<file path="config.mk">
export PLATFORM = sky130hd
export DESIGN_NAME = inv_result_tx
export DESIGN_NICKNAME = d
export VERILOG_FILES = /design/src/rtl/inv_pkg.sv /design/src/rtl/mat_fifo.sv /design/src/rtl/inv_result_tx.sv
export SDC_FILE = /design/constraint.sdc
export NUM_CORES = 2
export LEC_CHECK = 0
export BUFFER_PORTS_ARGS = -buffer_cell sky130_fd_sc_hd__buf_4
export CAP_MARGIN = 20
export CORE_ASPECT_RATIO = 1.5
export CORE_MARGIN = 1.5
export CORE_UTILIZATION = 39
export CTS_BUF_LIST = sky130_fd_sc_hd__clkbuf_8
export CTS_CLUSTER_SIZE = 10
export DETAILED_ROUTE_END_ITERATION = 16
export PLACE_DENSITY = 0.57
export SKIP_LAST_GASP = 1
export SYNTH_ARGS = -nofsm -noshare
export SYNTH_HDL_FRONTEND = slang
export SYNTH_SLANG_ARGS = --single-unit
</file>
<file path="constraint.sdc">
create_clock -name I_sys_clk -period 8.9 [get_ports I_sys_clk]
set_input_delay 0.89 -clock I_sys_clk [delete_from_list [all_inputs] [get_ports I_sys_clk]]
set_output_delay 0.89 -clock I_sys_clk [all_outputs]
set_load 0.02 [all_outputs]
</file>
<file path="src/rtl/inv_pkg.sv">
`default_nettype none
// ============================================================================
// Module   : inv_pkg
// Brief    : Shared constants, FSM encoding and word-select helper for inv_result_tx
// Revision : 1.0 - initial release
// ============================================================================
package inv_pkg;

    localparam int WORDS_PER_MAT = 8;
    localparam int TX_W          = 32;
    localparam int CNT_W         = 16;
    localparam int IDX_W         = $clog2(WORDS_PER_MAT);
    localparam int MAT_W         = WORDS_PER_MAT * TX_W;

    typedef enum logic [0:0] {
        IDLE = 1'b0,
        SEND = 1'b1
    } tx_state_t;

    // Word 0 is the most significant slice of {A11, A12, A21, A22}.
    function automatic logic [TX_W-1:0] mat_word(input logic [MAT_W-1:0] mat,
                                                 input logic [IDX_W-1:0] idx);
        return mat[(WORDS_PER_MAT - 1 - int'(idx)) * TX_W +: TX_W];
    endfunction

endpackage
`default_nettype wire

</file>
<file path="src/rtl/mat_fifo.sv">
`default_nettype none
// ============================================================================
// Module   : mat_fifo
// Brief    : Synchronous FIFO of whole matrices, extra pointer bit for full/empty
// Revision : 1.0 - initial release
// ============================================================================
module mat_fifo #(
    parameter int WIDTH = 256,
    parameter int DEPTH = 4
) (
    input  logic             clk,
    input  logic             rst,
    input  logic             i_push,
    input  logic             i_pop,
    input  logic [WIDTH-1:0] i_din,
    output logic [WIDTH-1:0] o_dout,
    output logic             o_full,
    output logic             o_empty
);

    localparam int AW = $clog2(DEPTH);

    logic [WIDTH-1:0] r_mem [DEPTH];
    logic [AW:0]      r_wr_ptr;
    logic [AW:0]      r_rd_ptr;

    logic w_full;
    logic w_empty;
    logic w_do_push;
    logic w_do_pop;

    assign w_empty   = (r_wr_ptr == r_rd_ptr);
    assign w_full    = (r_wr_ptr[AW] != r_rd_ptr[AW]) &&
                       (r_wr_ptr[AW-1:0] == r_rd_ptr[AW-1:0]);
    assign w_do_pop  = i_pop && !w_empty;
    // A full FIFO still takes a push when the head leaves on the same edge.
    assign w_do_push = i_push && (!w_full || w_do_pop);

    always_ff @(posedge clk) begin
        if (rst) begin
            r_wr_ptr <= '0;
            r_rd_ptr <= '0;
        end else begin
            if (w_do_push) begin
                r_wr_ptr <= r_wr_ptr + 1'b1;
            end
            if (w_do_pop) begin
                r_rd_ptr <= r_rd_ptr + 1'b1;
            end
        end
    end

    always_ff @(posedge clk) begin
        if (w_do_push) begin
            r_mem[r_wr_ptr[AW-1:0]] <= i_din;
        end
    end

    assign o_dout  = r_mem[r_rd_ptr[AW-1:0]];
    assign o_full  = w_full;
    assign o_empty = w_empty;

endmodule
`default_nettype wire

</file>
<file path="src/rtl/inv_result_tx.sv">
`default_nettype none
// ============================================================================
// Module   : inv_result_tx
// Brief    : Buffers inverse matrices and serialises each as eight 32-bit words
// Revision : 1.0 - initial release
// ============================================================================
module inv_result_tx
    import inv_pkg::*;
#(
    parameter int DEPTH  = 4,
    parameter int ELEM_W = 64
) (
    input  logic              I_sys_clk,
    input  logic              I_sys_rst,
    input  logic [ELEM_W-1:0] I_A11_inv,
    input  logic [ELEM_W-1:0] I_A12_inv,
    input  logic [ELEM_W-1:0] I_A21_inv,
    input  logic [ELEM_W-1:0] I_A22_inv,
    input  logic              I_A_inv_valid,
    output logic [TX_W-1:0]   O_tx_data,
    output logic              O_tx_valid,
    input  logic              I_tx_ready,
    output logic              O_tx_last,
    output logic              O_overflow,
    output logic [CNT_W-1:0]  O_drop_cnt,
    output logic [CNT_W-1:0]  O_tx_cnt
);

    localparam int                 ENTRY_W  = 4 * ELEM_W;
    localparam logic [IDX_W-1:0]   LAST_IDX = IDX_W'(WORDS_PER_MAT - 1);

    tx_state_t          r_state;
    tx_state_t          w_state_nxt;
    logic [ENTRY_W-1:0] r_hold;
    logic [ENTRY_W-1:0] w_hold_nxt;
    logic [IDX_W-1:0]   r_idx;
    logic [IDX_W-1:0]   w_idx_nxt;
    logic [IDX_W-1:0]   w_idx_inc;
    logic [TX_W-1:0]    r_tx_data;
    logic [TX_W-1:0]    w_data_nxt;
    logic               r_tx_valid;
    logic               w_valid_nxt;
    logic               r_tx_last;
    logic               w_last_nxt;
    logic               r_overflow;
    logic [CNT_W-1:0]   r_drop_cnt;
    logic [CNT_W-1:0]   r_tx_cnt;

    logic [ENTRY_W-1:0] w_entry;
    logic [ENTRY_W-1:0] w_fifo_dout;
    logic               w_fifo_full;
    logic               w_fifo_empty;
    logic               w_push;
    logic               w_pop;
    logic               w_drop;
    logic               w_sent;

    assign w_entry   = {I_A11_inv, I_A12_inv, I_A21_inv, I_A22_inv};
    assign w_idx_inc = r_idx + 1'b1;
    assign w_push    = I_A_inv_valid && (!w_fifo_full || w_pop);
    assign w_drop    = I_A_inv_valid && !w_push;

    mat_fifo #(
        .WIDTH (ENTRY_W),
        .DEPTH (DEPTH)
    ) u_mat_fifo (
        .clk     (I_sys_clk),
        .rst     (I_sys_rst),
        .i_push  (w_push),
        .i_pop   (w_pop),
        .i_din   (w_entry),
        .o_dout  (w_fifo_dout),
        .o_full  (w_fifo_full),
        .o_empty (w_fifo_empty)
    );

    always_ff @(posedge I_sys_clk) begin
        if (I_sys_rst) begin
            r_state <= IDLE;
        end else begin
            r_state <= w_state_nxt;
        end
    end

    // Output registers always hold the word at r_idx while r_tx_valid is set;
    // the first SEND cycle after IDLE only loads them from the holding register.
    always_comb begin
        w_state_nxt = r_state;
        w_hold_nxt  = r_hold;
        w_idx_nxt   = r_idx;
        w_data_nxt  = r_tx_data;
        w_valid_nxt = r_tx_valid;
        w_last_nxt  = r_tx_last;
        w_pop       = 1'b0;
        w_sent      = 1'b0;
        case (r_state)
            IDLE: begin
                if (!w_fifo_empty) begin
                    w_pop       = 1'b1;
                    w_hold_nxt  = w_fifo_dout;
                    w_idx_nxt   = '0;
                    w_state_nxt = SEND;
                end
            end
            SEND: begin
                if (!r_tx_valid) begin
                    w_valid_nxt = 1'b1;
                    w_data_nxt  = mat_word(r_hold, r_idx);
                    w_last_nxt  = (r_idx == LAST_IDX);
                end else if (I_tx_ready) begin
                    if (r_idx == LAST_IDX) begin
                        w_sent = 1'b1;
                        if (!w_fifo_empty) begin
                            w_pop       = 1'b1;
                            w_hold_nxt  = w_fifo_dout;
                            w_idx_nxt   = '0;
                            w_data_nxt  = mat_word(w_fifo_dout, '0);
                            w_last_nxt  = 1'b0;
                        end else begin
                            w_state_nxt = IDLE;
                            w_valid_nxt = 1'b0;
                            w_data_nxt  = '0;
                            w_last_nxt  = 1'b0;
                        end
                    end else begin
                        w_idx_nxt  = w_idx_inc;
                        w_data_nxt = mat_word(r_hold, w_idx_inc);
                        w_last_nxt = (w_idx_inc == LAST_IDX);
                    end
                end
            end
            default: begin
                w_state_nxt = IDLE;
            end
        endcase
    end

    always_ff @(posedge I_sys_clk) begin
        if (I_sys_rst) begin
            r_hold     <= '0;
            r_idx      <= '0;
            r_tx_data  <= '0;
            r_tx_valid <= 1'b0;
            r_tx_last  <= 1'b0;
            r_overflow <= 1'b0;
            r_drop_cnt <= '0;
            r_tx_cnt   <= '0;
        end else begin
            r_hold     <= w_hold_nxt;
            r_idx      <= w_idx_nxt;
            r_tx_data  <= w_data_nxt;
            r_tx_valid <= w_valid_nxt;
            r_tx_last  <= w_last_nxt;
            if (w_drop) begin
                r_overflow <= 1'b1;
                if (r_drop_cnt != {CNT_W{1'b1}}) begin
                    r_drop_cnt <= r_drop_cnt + 1'b1;
                end
            end
            if (w_sent) begin
                r_tx_cnt <= r_tx_cnt + 1'b1;
            end
        end
    end

    assign O_tx_data  = r_tx_data;
    assign O_tx_valid = r_tx_valid;
    assign O_tx_last  = r_tx_last;
    assign O_overflow = r_overflow;
    assign O_drop_cnt = r_drop_cnt;
    assign O_tx_cnt   = r_tx_cnt;

endmodule
`default_nettype wire

</file>
==> flow_metrics.tcl <==
set metrics [dict create \
    cts_hold_buf 0 \
    synth_common_cells "edfxtp_1 (1,024), nand2_1 (562), dfxtp_1 (335)" \
    io_buffers 326 \
    wl_mm 149.1 \
    ys_ff_latch 1359 \
    coreArea_mm2 0.1348 \
    drv_slew 0 \
    hp-class "primary input to flop" \
    yosysMostFrequentCell "edfxtp_1" \
    avgSynthCellArea_um2 16.13 \
    critPathLaunchType "flop" \
    final_net_count 3897 \
    postLayoutCellArea_mm2 0.06123 \
    ant_nets 0 \
    yosys_warnings 0 \
    first_pass_iters 7 \
    p_leak_nw 20.50 \
    cp_common_cell "ha_1" \
    clockRootBuffer "clkbuf_8" \
    initial_core_util_pct 39.33 \
    grt_pass1_vias 30530 \
    final.setup_skew_ns 0.03789 \
    netlist_area_mm2 0.05303 \
    slowest_stage "dfxtp_4" \
    cts_sinks 1359 \
    syn_to_final_growth_pct 15.48 \
    multi_input_area_mm2 0.01467 \
    p_per_area_mw_per_mm2 281.9 \
    yosysTopAreaCell "edfxtp_1" \
    htree_levels 4 \
    cap_viol_max_count 0 \
    fmax_mhz 222.6 \
    detailed_place.area_mm2 0.05720 \
    crit_family "simple AND/OR/NAND/NOR gates" \
    place.gp.congestion 0.8502 \
    fin_cells 5562 \
    cp_cell_sequence "ha_1 > ha_1 > nand3_1 > nand4_4 > o21a_1 > and2_4 > buf_4" \
    regArea_mm2 0.03747 \
    worstMarginPinSlew_ns 1.166 \
    die_area_mm2 0.1382 \
    synthDistinctLibCells 50 \
    fin_crit_sh_pct 50.47 \
    syn_nets 3558 \
    vias 30340 \
    crit_type "flop to flop" \
    grt_setup_unrepaired "false" \
    numPlacedInstances 5178 \
    arrival_ns 5.01 \
    hpwlAfterDp_mm 95.89 \
    post_cts_buffers 0 \
    grt_pass1_wl_mm 212.5 \
    row_count 165 \
    status "complete, no violations" \
    antenna_found_initial 15 \
    gr-usage-all-layers_pct 21.34 \
    layout-drive-gt1-share_pct 24.97 \
    grt_overflow 0 \
    io_pins 327 \
    setup_viol_count_final 0 \
    nFillCells 11870 \
    die-width_um 304.1 \
    cts_buffers 199 \
    fin_crit_ns 4.492 \
    synthArstFlopShare_pct 0 \
    grt_max_degree 171 \
    dr.first_iter.drc_count 2612 \
    wire_per_inst_um 26.81 \
    clk_latency_ns 0.93 \
    clkTransAtPathRegs_ns 0.07 \
    synth_top_area_share_pct 57.99 \
    max_stage_delay_ns 0.96 \
    hold_viol_final 0 \
    crit_required_ns 9.42 \
    netlist_instances 3288 \
    post_cts_resized 0 \
    worst_setup_path_end_kind "flop" \
    tns_ns 0 \
    synthTopCellsByArea "edfxtp_1 (58%), dfxtp_1 (13%), mux4_2 (12%)" \
    yosys_most_used_dff "edfxtp_1" \
    synth_edf_count 1024 \
    cts.path.max_buffers 3 \
    maxSlewHeadroom_pct 22.11 \
    die_h_um 454.6 \
    viasPerCell 5.455 \
    cts_tree "yes" \
    drc 0 \
    path_buf_inv 1 \
    crit_fanout 56 \
    synth-seq-area-share_pct 70.64 \
    ir_drop_mv 0.2756 \
]
## where the power goes
part	internal, W	switching [W]
combinational	0.00157	0.00227
sequential	0.00756	0.000863
clock	0.00256	0.00244
## through the flow
step	power, W	hold slack, ns	utilization, %	worst slack [ns]
4_1_cts	0.01745	0.04971	45.39	4.285
3_5_place_dp	0.01246	0.4627	42.43	4.327
5_1_grt	0.01797	0.09302	45.41	4.045
6_report	0.01726	0.1565	45.42	4.408
2_1_floorplan	0.01080	0.4455	-	0.6362
3_3_place_gp	0.01242	0.4618	42.43	4.425
## layout make-up
class	instances	area share, %
diodes	8	0.03269
clock buffers	220	4.945
clock inverters	155	1.577
inverters	9	0.05517
multi-input cells	1694	23.95
flip-flops and latches	1359	61.20
well taps	1753	3.582
repair buffers	364	4.659
## final timing paths
check | start | cells past startpoint | slack (ns) | endpoint
setup reg to reg | r_idx[0] | 7 | 4.41 | u_mat_fifo.r_mem[1][160]
hold reg to reg | r_hold[247] | 2 | 0.47 | r_hold[247]
hold / removal | I_A21_inv[38] | 1 | 0.16 | u_mat_fifo.r_mem[2][102]
setup / recovery | r_idx[0] | 7 | 4.41 | u_mat_fifo.r_mem[1][160]
## worst register-to-register path, delay by kind of cell, from the launching register on
kind | cells | cell delay [ns]
AOI/OAI and AO/OA | 1 | 0.32
DFF | 1 | 0.96
adders and majority gates | 2 | 0.62
buffers and inverters | 1 | 0.84
and+or+nand+nor | 3 | 1.28
## cells by family (layout without fill, tap and decap cells)
| logic type | count (synthesis) | count (layout) | synth area share, % |
|---|---|---|---|
| adder cells (fa/ha/maj) | 10 | 10 | 0.2360 |
| multiplexers | 487 | 487 | 16.00 |
| buffers and inverters | 235 | 748 | 1.869 |
| XOR/XNOR | 23 | 23 | 0.4295 |
| AND/OR/NAND/NOR | 683 | 683 | 5.245 |
| AO/OA/AOI/OAI | 491 | 491 | 5.588 |
| other | 0 | 8 | 0 |
| flip-flops | 1359 | 1359 | 70.64 |
## layer usage
metal	share of wire, %	up-vias	track usage, %
li1	-	13470	-
met1	39	15610	25.70
met2	51	985	37.05
met3	5.3	272	3.863
met4	4.7	8	10.24
met5	0.032	-	0
## cell usage in the layout (no fill, tap or decap), types with 10 or more instances in the layout
master / count
clkinv_2: 23
a21oi_1: 308
clkbuf_8: 220
buf_4: 354
mux2i_1: 196
inv_1: 93
dfxtp_1: 330
mux4_2: 288
edfxtp_1: 1024
nor3_1: 10
xnor2_1: 15
o31ai_1: 37
nand3_1: 15
o21ai_0: 14
nor2_1: 40
a22oi_1: 64
a221oi_1: 27
clkinv_1: 24
nand2_1: 562
o221ai_1: 27
## registers in the layout, indices dropped and copies added (netlist names), named ones only
signal               cells
u_mat_fifo.r_mem      1024
r_hold                 256
O_tx_data               32
O_drop_cnt              16
O_tx_cnt                16
r_idx                    3
u_mat_fifo.r_rd_ptr      3
u_mat_fifo.r_wr_ptr      3
O_overflow               1
O_tx_last                1
O_tx_valid               1
r_state                  1
Note: power is estimated with default switching activity, not from simulation.
